===== config.mk =====
export PLATFORM = sky130hd
export DESIGN_NAME = button_event_gen_flat
export DESIGN_NICKNAME = d
export VERILOG_FILES = /design/src/rtl/button_event_gen_if.sv /design/src/rtl/button_event_gen.sv /design/src/flat_wrapper.sv
export SDC_FILE = /design/constraint.sdc
export NUM_CORES = 1
export LEC_CHECK = 0
export ABC_AREA = 1
export BUFFER_PORTS_ARGS = -buffer_cell sky130_fd_sc_hd__buf_4
export CAP_MARGIN = 25
export CORE_MARGIN = 5
export CORE_UTILIZATION = 59
export DETAILED_ROUTE_END_ITERATION = 7
export GPL_ROUTABILITY_DRIVEN = 0
export HOLD_SLACK_MARGIN = 0.02
export PLACE_DENSITY = 0.78
export SLEW_MARGIN = 15
export SYNTH_ARGS = -nofsm -noshare
export SYNTH_HDL_FRONTEND = slang
export SYNTH_SLANG_ARGS = --single-unit

===== constraint.sdc =====
create_clock -name clk -period 1.7 [get_ports clk]
set_input_delay 0.255 -clock clk [delete_from_list [all_inputs] [get_ports clk]]
set_output_delay 0.255 -clock clk [all_outputs]
set_load 0.005 [all_outputs]

===== src/rtl/button_event_gen_if.sv =====
// Event-side bundle of button_event_gen: key level in, one-deep valid/ready
// event stream and status flags out.
interface button_event_gen_if;
  logic       level;
  logic       ev_valid;
  logic [1:0] ev_code;
  logic       ev_ready;
  logic       pressed;
  logic       long_hold;
  logic       overflow;

  modport master (
    input  level, ev_ready,
    output ev_valid, ev_code, pressed, long_hold, overflow
  );

  modport slave (
    output level, ev_ready,
    input  ev_valid, ev_code, pressed, long_hold, overflow
  );
endinterface


===== src/rtl/button_event_gen.sv =====
// Turns one debounced key level into PRESS / RELEASE / LONG / REPEAT events,
// delivered through a one-deep valid/ready buffer with a sticky drop flag.
module button_event_gen #(
  parameter int unsigned CNT_W         = 20,
  parameter int unsigned HOLD_CYCLES   = 500000,
  parameter int unsigned REPEAT_CYCLES = 100000,
  parameter bit          REPEAT_EN     = 1'b1
) (
  input  logic               clk,
  input  logic               rst,
  button_event_gen_if.master bus
);

  typedef enum logic [1:0] {
    ST_IDLE   = 2'd0,
    ST_DOWN   = 2'd1,
    ST_REPEAT = 2'd2
  } state_e;

  localparam logic [1:0] EV_PRESS   = 2'b00;
  localparam logic [1:0] EV_RELEASE = 2'b01;
  localparam logic [1:0] EV_LONG    = 2'b10;
  localparam logic [1:0] EV_REPEAT  = 2'b11;

  // Terminal counts: the counter is cleared on the compare edge, so it never wraps.
  localparam logic [CNT_W-1:0] HOLD_LAST   = CNT_W'(HOLD_CYCLES - 1);
  localparam logic [CNT_W-1:0] REPEAT_LAST = CNT_W'(REPEAT_CYCLES - 1);

  state_e             state_q, state_d;
  logic [CNT_W-1:0]   cnt_q, cnt_d;
  logic               new_ev;
  logic [1:0]         new_code;

  logic               ev_valid_q, ev_valid_d;
  logic [1:0]         ev_code_q, ev_code_d;
  logic               overflow_q, overflow_d;
  logic               accept;

  logic               pressed_o, long_hold_o;

  // State register
  always_ff @(posedge clk) begin
    if (rst) begin
      state_q <= ST_IDLE;
      cnt_q   <= '0;
    end else begin
      state_q <= state_d;
      cnt_q   <= cnt_d;
    end
  end

  // Next state; release is checked first so it beats LONG/REPEAT on the same edge
  always_comb begin
    state_d  = state_q;
    cnt_d    = cnt_q;
    new_ev   = 1'b0;
    new_code = EV_PRESS;
    unique case (state_q)
      ST_IDLE: begin
        if (bus.level) begin
          state_d  = ST_DOWN;
          cnt_d    = '0;
          new_ev   = 1'b1;
          new_code = EV_PRESS;
        end
      end
      ST_DOWN: begin
        if (!bus.level) begin
          state_d  = ST_IDLE;
          cnt_d    = '0;
          new_ev   = 1'b1;
          new_code = EV_RELEASE;
        end else if (cnt_q == HOLD_LAST) begin
          state_d  = ST_REPEAT;
          cnt_d    = '0;
          new_ev   = 1'b1;
          new_code = EV_LONG;
        end else begin
          cnt_d = cnt_q + 1'b1;
        end
      end
      ST_REPEAT: begin
        if (!bus.level) begin
          state_d  = ST_IDLE;
          cnt_d    = '0;
          new_ev   = 1'b1;
          new_code = EV_RELEASE;
        end else if (cnt_q == REPEAT_LAST) begin
          cnt_d    = '0;
          new_ev   = REPEAT_EN;
          new_code = EV_REPEAT;
        end else begin
          cnt_d = cnt_q + 1'b1;
        end
      end
      default: begin
        state_d = ST_IDLE;
        cnt_d   = '0;
      end
    endcase
  end

  // Status outputs are pure decodes of the registered state
  always_comb begin
    pressed_o   = (state_q != ST_IDLE);
    long_hold_o = (state_q == ST_REPEAT);
  end

  assign accept = ev_valid_q & bus.ev_ready;

  // A new event may replace one being accepted on the same edge; otherwise it is dropped.
  always_comb begin
    ev_valid_d = ev_valid_q;
    ev_code_d  = ev_code_q;
    overflow_d = overflow_q;
    if (new_ev) begin
      if (!ev_valid_q || accept) begin
        ev_valid_d = 1'b1;
        ev_code_d  = new_code;
      end else begin
        overflow_d = 1'b1;
      end
    end else if (accept) begin
      ev_valid_d = 1'b0;
    end
  end

  always_ff @(posedge clk) begin
    if (rst) begin
      ev_valid_q <= 1'b0;
      ev_code_q  <= EV_PRESS;
      overflow_q <= 1'b0;
    end else begin
      ev_valid_q <= ev_valid_d;
      ev_code_q  <= ev_code_d;
      overflow_q <= overflow_d;
    end
  end

  assign bus.ev_valid  = ev_valid_q;
  assign bus.ev_code   = ev_code_q;
  assign bus.overflow  = overflow_q;
  assign bus.pressed   = pressed_o;
  assign bus.long_hold = long_hold_o;

endmodule


===== src/flat_wrapper.sv =====
// flat-port wrapper written by rule: the top's interface ports become plain ports
module button_event_gen_flat 
#(
  parameter int unsigned CNT_W         = 20,
  parameter int unsigned HOLD_CYCLES   = 500000,
  parameter int unsigned REPEAT_CYCLES = 100000,
  parameter bit          REPEAT_EN     = 1'b1
)
  (clk, rst, bus_level, bus_ev_ready, bus_ev_valid, bus_ev_code, bus_pressed, bus_long_hold, bus_overflow);
  button_event_gen_if bus_i ();
  input  logic clk;
  input  logic rst;
  input wire logic [$bits(bus_i.level)-1:0] bus_level;
  input wire logic [$bits(bus_i.ev_ready)-1:0] bus_ev_ready;
  output wire logic [$bits(bus_i.ev_valid)-1:0] bus_ev_valid;
  output wire logic [$bits(bus_i.ev_code)-1:0] bus_ev_code;
  output wire logic [$bits(bus_i.pressed)-1:0] bus_pressed;
  output wire logic [$bits(bus_i.long_hold)-1:0] bus_long_hold;
  output wire logic [$bits(bus_i.overflow)-1:0] bus_overflow;
  assign bus_i.level = bus_level;
  assign bus_i.ev_ready = bus_ev_ready;
  assign bus_ev_valid = bus_i.ev_valid;
  assign bus_ev_code = bus_i.ev_code;
  assign bus_pressed = bus_i.pressed;
  assign bus_long_hold = bus_i.long_hold;
  assign bus_overflow = bus_i.overflow;
  button_event_gen #(.CNT_W(CNT_W), .HOLD_CYCLES(HOLD_CYCLES), .REPEAT_CYCLES(REPEAT_CYCLES), .REPEAT_EN(REPEAT_EN)) u_core (.clk(clk), .rst(rst), .bus(bus_i));
endmodule

### Word level (Yosys, flattened, before mapping)

Cells that the tools add are included.

| word-level totals | value |
|---|---|
| logic and storage cells | 50 |
| bits of input ports | 4 |
| output and inout port bits | 6 |
| register bits | 26 |

| operators by class | value |
|---|---|
| reductions and logical operators | 9 |
| equal/unequal tests | 8 |
| add/subtract/negate cells | 1 |
| bitwise logic cells | 2 |
| multiplexer cells | 25 |

Operators by type and width:

| cell | count |
|---|---|
| $mux 20 | 5 |
| $pmux 20 s3 | 1 |
| $add 20x1->20 const B | 1 |
| $eq 20x17->1 const B | 1 |
| $eq 20x19->1 const B | 1 |
| $mux 2 | 8 |
| $mux 1 | 8 |
| $ne 2x2->1 const B | 3 |
| $pmux 2 s3 | 1 |
| $reduce_and 2->1 | 3 |
| $pmux 2 s2 | 1 |
| $reduce_bool 2->1 | 2 |
| $ne 3x2->1 const B | 1 |
| $pmux 1 s3 | 1 |
| $reduce_and 3->1 | 1 |
| $eq 2x1->1 const B | 1 |
| $eq 2x2->1 const B | 1 |
| $logic_not 2->1 | 1 |
| $and 1x1->1 | 1 |
| $logic_not 1->1 | 1 |
| $logic_or 1x1->1 | 1 |
| $not 1->1 | 1 |

### Logic depth before layout (Yosys ltp)

Gate-level depths: netlist of run 1.

| logic depth | value |
|---|---|
| word-level depth | 6 |
| mapped depth | 12 |
| mapped depth without buffers | 12 |

### Worst setup path after synthesis of run 1

OpenSTA, ideal clock, no wires.

| timing | value |
|---|---|
| path kind | reg2reg |
| start point | reg u_core.cnt_q[0] |
| end point | reg u_core.cnt_q[16] |
| clock period less this slack | 1529 ps |
| data arrival time | 1412 ps |
| setup slack | 171 ps |
| required time | 1583 ps |
| cell stages (with the launch flop) | 12 |
| cell sequence | dfxtp_1 ha_1 nand3_1 nor2_1 nand3_2 nand3_2 nand2_4 nand2_4 nand2_4 nand2_4 buf_12 nor2_2 |

| on the way | value |
|---|---|
| cells in the longest elaborated chain, start to end | 4 |
| elaborated cells on any way between the ends | 8 |
| those cells by class | add/sub (1); eq/ne (2); mux (5) |

Ends and longest elaborated chain:

| item | RTL line | RTL |
|---|---|---|
| from (decl) | button_event_gen.sv:30 | `logic [CNT_W-1:0] cnt_q, cnt_d;` |
| from (signal assigned) | button_event_gen.sv:48 | `cnt_q <= cnt_d;` |
| $add 20x1->20, or another cell as far along | button_event_gen.sv:79, button_event_gen.sv:93 |  |
| $mux 20, on equally long branches | button_event_gen.sv:88, button_event_gen.sv:73 |  |
| $mux 20, on equally long branches | button_event_gen.sv:83, button_event_gen.sv:68 |  |
| $pmux 20 s3 * | button_event_gen.sv:58 | `unique case (state_q)` |

Every way passes the cells marked *; elsewhere a longest branch is shown, timed or not.
A chain may end at the register's enable or synchronous reset.

### Final worst setup path of run 1

| timing | value |
|---|---|
| start point | reg u_core.cnt_q[0] |
| end point | reg u_core.cnt_q[14] |

Same word-level chain as after synthesis.

==> impl_results.md, run 1 <==
- Outcome: complete, no violations
- Mapped cell area: 1600 sq um
- DR WL/cell: 11.8 um
- Largest net degree at the start of global routing: 16
- Layout cells sized above 1: 0.268
- Peak supply drop: 1.13 mV
- Syn_area_per_cell: 7.26 sq um
- DR vias: 1387
- RSZ-0062 raised after global routing: true
- Residual DRC count: 0
- CP required: 1.92 ns
- Initial antenna violation count: 0
- Layout Nets: 245
- Seq/Total Area, Yosys: 0.324
- Crit path launch type: flop
- Critical R2R Launch: u_core.cnt_q[0]$_SDFFE_PP0P_
- PD cells: 1070 nW/um^2
- Critical Path Source: u_core.cnt_q[0]$_SDFFE_PP0P_
- CTS Root Cell: clkbuf_4
- CP max stage delay: 0.36 ns
- First-pass GRT wire length: 5.56 mm
- Total CTS buffers: 3
- # hold bufs at CTS: 0
- Buf/Inv on CP: 0
- Post-route ant nets: 0
- List of most frequent post-synthesis cells: nand2_1, dfxtp_1, inv_1, nor2_1
- CTS tree: done
- Core area: 2690 sq um
- Critical path's top delay family: simple AND/OR/NAND/NOR gates
- Fill cells: 251
- Die H: 62.1 um
- Yosys warnings: 0
- Reg clk slew, reported paths: 0.15 ns
- Maximum operating frequency: 627 MHz
- Total GRT Usage: 0.169
- Row Count: 19
- Synth async-reset ratio: 0
- IO buf count: 9
- Area leader, netlist: dfxtp_1
- Mapped Cells: 221
- Dpl ws: -0.0198 ns
- Fin crit share: 0.939
- Worst rel slew slack: 0.763
- Most frequent cell after synthesis: nand2_1
- Crit. End Element: flop
- R2r setup slk: 0.10 ns
- Syn-to-layout area delta: 12.2%
- Diodes inserted: 0
- Synthesized Nets: 230
- Vias in the first global route: 1280
- Worst-skew pair later-pin latency: 0.32 ns
- Worst hold start: rst
- Most used cell, CP: nand2_4
- Vias per cell: 5.21
- Post-route setup slack: 0.105 ns
- Initial DRC count: 80
- Critical path class: reg2reg
- Critical-path top delay cell: dfxtp_2
- CTS H-tree lvls: 1
- Worst-case clock buffer depth: 2
- Slew Viols, Final: 0
- Total power draw: 1920 uW
- Post-synth EDFFs: 0
- Hold_ws: 0.144 ns
- Leakage: 0.000734 uW
- Hpwl dp: 2.51 mm
- Total wire length: 3.14 mm
- Worst-path cell chain: ha_1, nand3_2, nor2_1, nand3_1, nand2_2, nand2_4, nand2_4, nand2_4, nand2_8, nor2_2
- Min Clock Period, post-route: 1.60 ns
- Crit Path Max Fanout: 12
- Horiz. Die Dim: 62.1 um
- Finish-stage setup viols: 0
- Synth Flop Type: dfxtp_1
- Synth area leaders: dfxtp_1, nand2_1, inv_1
- Synth top area share: 0.324
- Die Area: 3860 sq um
- Synth Register Bits: 26
- Sink Count: 26
- Worst EP arrival: 1.82 ns
- Synth unique cells: 32
- Max Cap Violations: 0
- Setup Buffers After CTS: 0
- Hold WC Path Type: in2reg
- Final Hold Viols: 0
- Initial core utilization: 0.597
- I/O pins: 10
- Actual slew at the worst max-slew pin: 0.356 ns
- Remaining Overflow, GRT: 0
- Clock skew: 0.0110 ns
- Pre-antenna DRT Iters: 4
## kinds of logic after synthesis
logic type / share of synthesized area
AOI/OAI and AO/OA: 0.0757
xor gates and xnor gates: 0.0710
adders and majority gates: 0.0390
buffers and inverters: 0.0944
DFF: 0.324
and+or+nand+nor: 0.395
## routing by layer
layer	global-route usage	wire length (um)	vias up
met5	0	0	-
li1	-	-	734
met1	0.244	1570	628
met2	0.267	1450	23
met3	0.0162	88	2
met4	0.0407	25	0
## stage by stage
stage / instances / cell area [sq um] / setup TNS, ns / utilization
after floorplan: 221 / 1600 / 0 / -
after global placement: 262 / 1720 / 0 / 0.640
after detailed placement: 262 / 1720 / -0.0361 / 0.640
after CTS: 266 / 1780 / 0 / 0.663
after global routing: 266 / 1800 / -0.00174 / 0.670
final: 266 / 1800 / 0 / 0.670
## repair_timing
| action | 4_1_cts | 5_1_grt |
|---|---|---|
| pin swaps | 0 | 2 |
| gates resized for setup | 1 | 9 |
| endpoints found under the setup margin | 12 | 20 |
## layout by cell type (no fill, tap or decap), types with 3 or more instances in the layout
| cell type | count |
|---|---|
| nor2_2 | 15 |
| a21oi_1 | 11 |
| nand3_1 | 12 |
| nand2_4 | 3 |
| o21ai_0 | 4 |
| dfxtp_1 | 21 |
| nand3_2 | 5 |
| nand2_2 | 5 |
| clkbuf_4 | 3 |
| xnor2_1 | 3 |
| nor2_1 | 23 |
| dfxtp_2 | 5 |
| buf_4 | 16 |
| nand2_1 | 38 |
| xor2_1 | 10 |
| nor3_1 | 6 |
| inv_2 | 4 |
| nor2_4 | 3 |
| nand4_1 | 6 |
| ha_1 | 5 |
| inv_1 | 25 |
## final timing paths
check / to / cells after the start
min: u_core.cnt_q[15]$_SDFFE_PP0P_ / 2
max: u_core.cnt_q[14]$_SDFFE_PP0P_ / 10
max reg2reg: u_core.cnt_q[14]$_SDFFE_PP0P_ / 10
min reg2reg: u_core.bus.overflow$_SDFFE_PP0P_ / 2
## layout make-up
class / count / area [sq um] / area share
inverter: 29 / 109 / 0.0605
sequential: 26 / 527 / 0.293
clock buffer: 3 / 22.5 / 0.0125
clock inverter: 1 / 30.0 / 0.0167
tap: 31 / 38.8 / 0.0215
multi-input combinational: 160 / 953 / 0.530
timing repair buffer: 16 / 120 / 0.0667
## flip-flops by register name, indices dropped and copies added (netlist names)
| signal | count |
|---|---|
| u_core.bus.ev_valid | 1 |
| u_core.bus.ev_code | 2 |
| u_core.state_q | 2 |
| u_core.cnt_q | 20 |
| u_core.bus.overflow | 1 |
## report_power, final
part           internal (uW)  total (uW)  switching, uW  leakage [uW]
clock network            239         421            183     0.0000279
logic                    293         787            494      0.000493
registers                677         713           35.8      0.000213
total                   1210        1920            713      0.000734
No activity file was read; power rests on OpenSTA's default activity.
==> run 2: changes to the inputs <==
--- a/config.mk
+++ b/config.mk
@@ -14,3 +14,4 @@
 export GPL_ROUTABILITY_DRIVEN = 0
-export HOLD_SLACK_MARGIN = 0.02
+export HOLD_SLACK_MARGIN = 0.1
+export MAX_ROUTING_LAYER = met4
 export PLACE_DENSITY = 0.78
==> constraint.sdc (replaced) <==
create_clock -name clk -period 1.7 [get_ports clk]
set_input_delay 0.085 -clock clk [delete_from_list [all_inputs] [get_ports clk]]
set_output_delay 0.085 -clock clk [all_outputs]
set_load 0.005 [all_outputs]
==> impl_results.md, run 2 (synthesis results as in run 1) <==
- Outcome: complete, no violations
- Hpwl dp: 2.51 mm
- Hold_ws: 0.209 ns
- Worst EP arrival: 1.83 ns
- Worst-skew pair later-pin latency: 0.33 ns
- Worst hold start: bus_level
- Actual slew at the worst max-slew pin: 0.350 ns
- Clock skew: 0.0172 ns
- Critical R2R Launch: u_core.cnt_q[0]$_SDFFE_PP0P_
- Die Area: 3860 sq um
- CP required: 1.92 ns
- I/O pins: 10
- Most common cell after layout, fill and taps aside: nand2_1
- Maximum operating frequency: 622 MHz
- Finish-stage setup viols: 0
- Largest net degree at the start of global routing: 16
- Fill cells: 245
- Min Clock Period, post-route: 1.61 ns
- Diodes inserted: 0
- Total CTS buffers: 3
- CTS H-tree lvls: 1
- Row Count: 19
- Die H: 62.1 um
- Sink Count: 26
- Reg clk slew, reported paths: 0.15 ns
- RSZ-0062 raised after global routing: true
- Critical-path top delay cell: dfxtp_2
- Crit path launch type: flop
- Reg with most FFs: u_core.cnt_q
- DR vias: 1400
- Residual DRC count: 0
- DR WL/cell: 11.9 um
- Vias in the first global route: 1292
- Slew Viols, Final: 0
- CP max stage delay: 0.37 ns
- Post-route ant nets: 0
- Crit. End Element: flop
- Most frequent cells in the layout: nand2_1, inv_1, nor2_1
- Worst Hold Depth: 4
- Initial DRC count: 91
- Vias per cell: 5.22
- Syn-to-layout area delta: 13.5%
- Leakage: 0.000742 uW
- Worst-path cell chain: ha_1, nand3_2, nor2_1, nand3_1, nand2_2, nand2_4, nand2_4, nand2_4, nand2_8, nor2_2
- Total wire length: 3.18 mm
- Worst-case clock buffer depth: 2
- WHS Endpoint: u_core.state_q[0]$_SDFFE_PP0P_
- Pre-antenna DRT Iters: 4
- IO buf count: 9
- Max reg flops: 20
- Critical path class: reg2reg
- Max Cap Violations: 0
- CTS tree: done
- Peak supply drop: 1.14 mV
- Core area: 2690 sq um
- Layout cells sized above 1: 0.266
- Final Hold Viols: 0
- Most used cell, CP: nand2_4
- Horiz. Die Dim: 62.1 um
- Remaining Overflow, GRT: 0
- Initial antenna violation count: 0
- Crit Path Max Fanout: 12
- Setup Buffers After CTS: 0
- Initial core utilization: 0.597
- Number of cells on the worst reg-to-reg path: 10
- Total GRT Usage: 0.176
- First-pass GRT wire length: 5.64 mm
- FF-to-FF End: u_core.cnt_q[14]$_SDFFE_PP0P_
- Hold WC Path Type: in2reg
- PD cells: 1060 nW/um^2
- Layout Nets: 247
- Fin Setup TNS: 0 ns
- R2r setup slk: 0.09 ns
- CTS Root Cell: clkbuf_4
- Worst rel slew slack: 0.766
- Fin crit share: 0.946
run 2: changes by cell type in the layout (fill, tap and decap cells not counted), sizes merged:
cell	change
dlygate4sd3	+2
run 2: metal layers:
| layer | track usage | wire (um) |
|---|---|---|
| met4 | 0.0407 | 33 |
| met1 | 0.251 | 1560 |
| met5 | - | 0 |
| met3 | 0.0162 | 127 |
| met2 | 0.267 | 1460 |
run 2: repair_timing:
item / CTS / global route
pin swaps: 0 / 2
hold endpoints to repair: 7 / 0
hold buffers: 2 / 0
resized for setup: 1 / 9
endpoints found under the setup margin: 12 / 20
cloned: 0 / 0
run 2: cell type report:
type / count / area [sq um] / share of cell area
clock buffer: 3 / 22.5 / 0.0124
clock inverter: 1 / 30.0 / 0.0165
inverter: 29 / 109 / 0.0598
multi-input combinational: 160 / 953 / 0.524
sequential: 26 / 527 / 0.289
tap: 31 / 38.8 / 0.0213
timing repair buffer: 18 / 140 / 0.0770
run 2: worst max-delay path by stage:
stage / startpoint / end / cells past startpoint
2_1_floorplan: u_core.cnt_q[0]$_SDFFE_PP0P_ / u_core.cnt_q[16]$_SDFFE_PP0P_ / 11
3_3_place_gp: u_core.cnt_q[0]$_SDFFE_PP0P_ / u_core.cnt_q[3]$_SDFFE_PP0P_ / 10
3_5_place_dp: u_core.cnt_q[0]$_SDFFE_PP0P_ / u_core.cnt_q[3]$_SDFFE_PP0P_ / 10
4_1_cts: u_core.cnt_q[0]$_SDFFE_PP0P_ / u_core.cnt_q[3]$_SDFFE_PP0P_ / 10
5_1_grt: u_core.cnt_q[0]$_SDFFE_PP0P_ / u_core.bus.ev_code[0]$_SDFFE_PP0P_ / 11
6_report: u_core.cnt_q[0]$_SDFFE_PP0P_ / u_core.cnt_q[14]$_SDFFE_PP0P_ / 10
run 2: metrics by stage:
step,area [sq um],util,setup slack (ns),total power [uW],cells
2_1_floorplan,1600,-,0.171,1270,221
3_3_place_gp,1720,0.640,0.0348,1490,262
3_5_place_dp,1720,0.640,-0.0198,1490,262
4_1_cts,1800,0.671,0.00971,1930,268
5_1_grt,1820,0.678,-0.00263,2070,268
6_report,1820,0.678,0.0916,1930,268
run 2: power by group:
group          total, uW  switching (uW)  leakage (uW)  internal, uW
Clock                426             187     0.0000279           239
Sequential           713            35.9      0.000213           677
Combinational        790             494      0.000501           295
run 2: critical path, delay by kind of cell (launching register included):
| family | cells | cell delay [ns] |
|---|---|---|
| and+or+nand+nor | 9 | 0.94 |
| adders and majority gates | 1 | 0.18 |
| DFF | 1 | 0.37 |
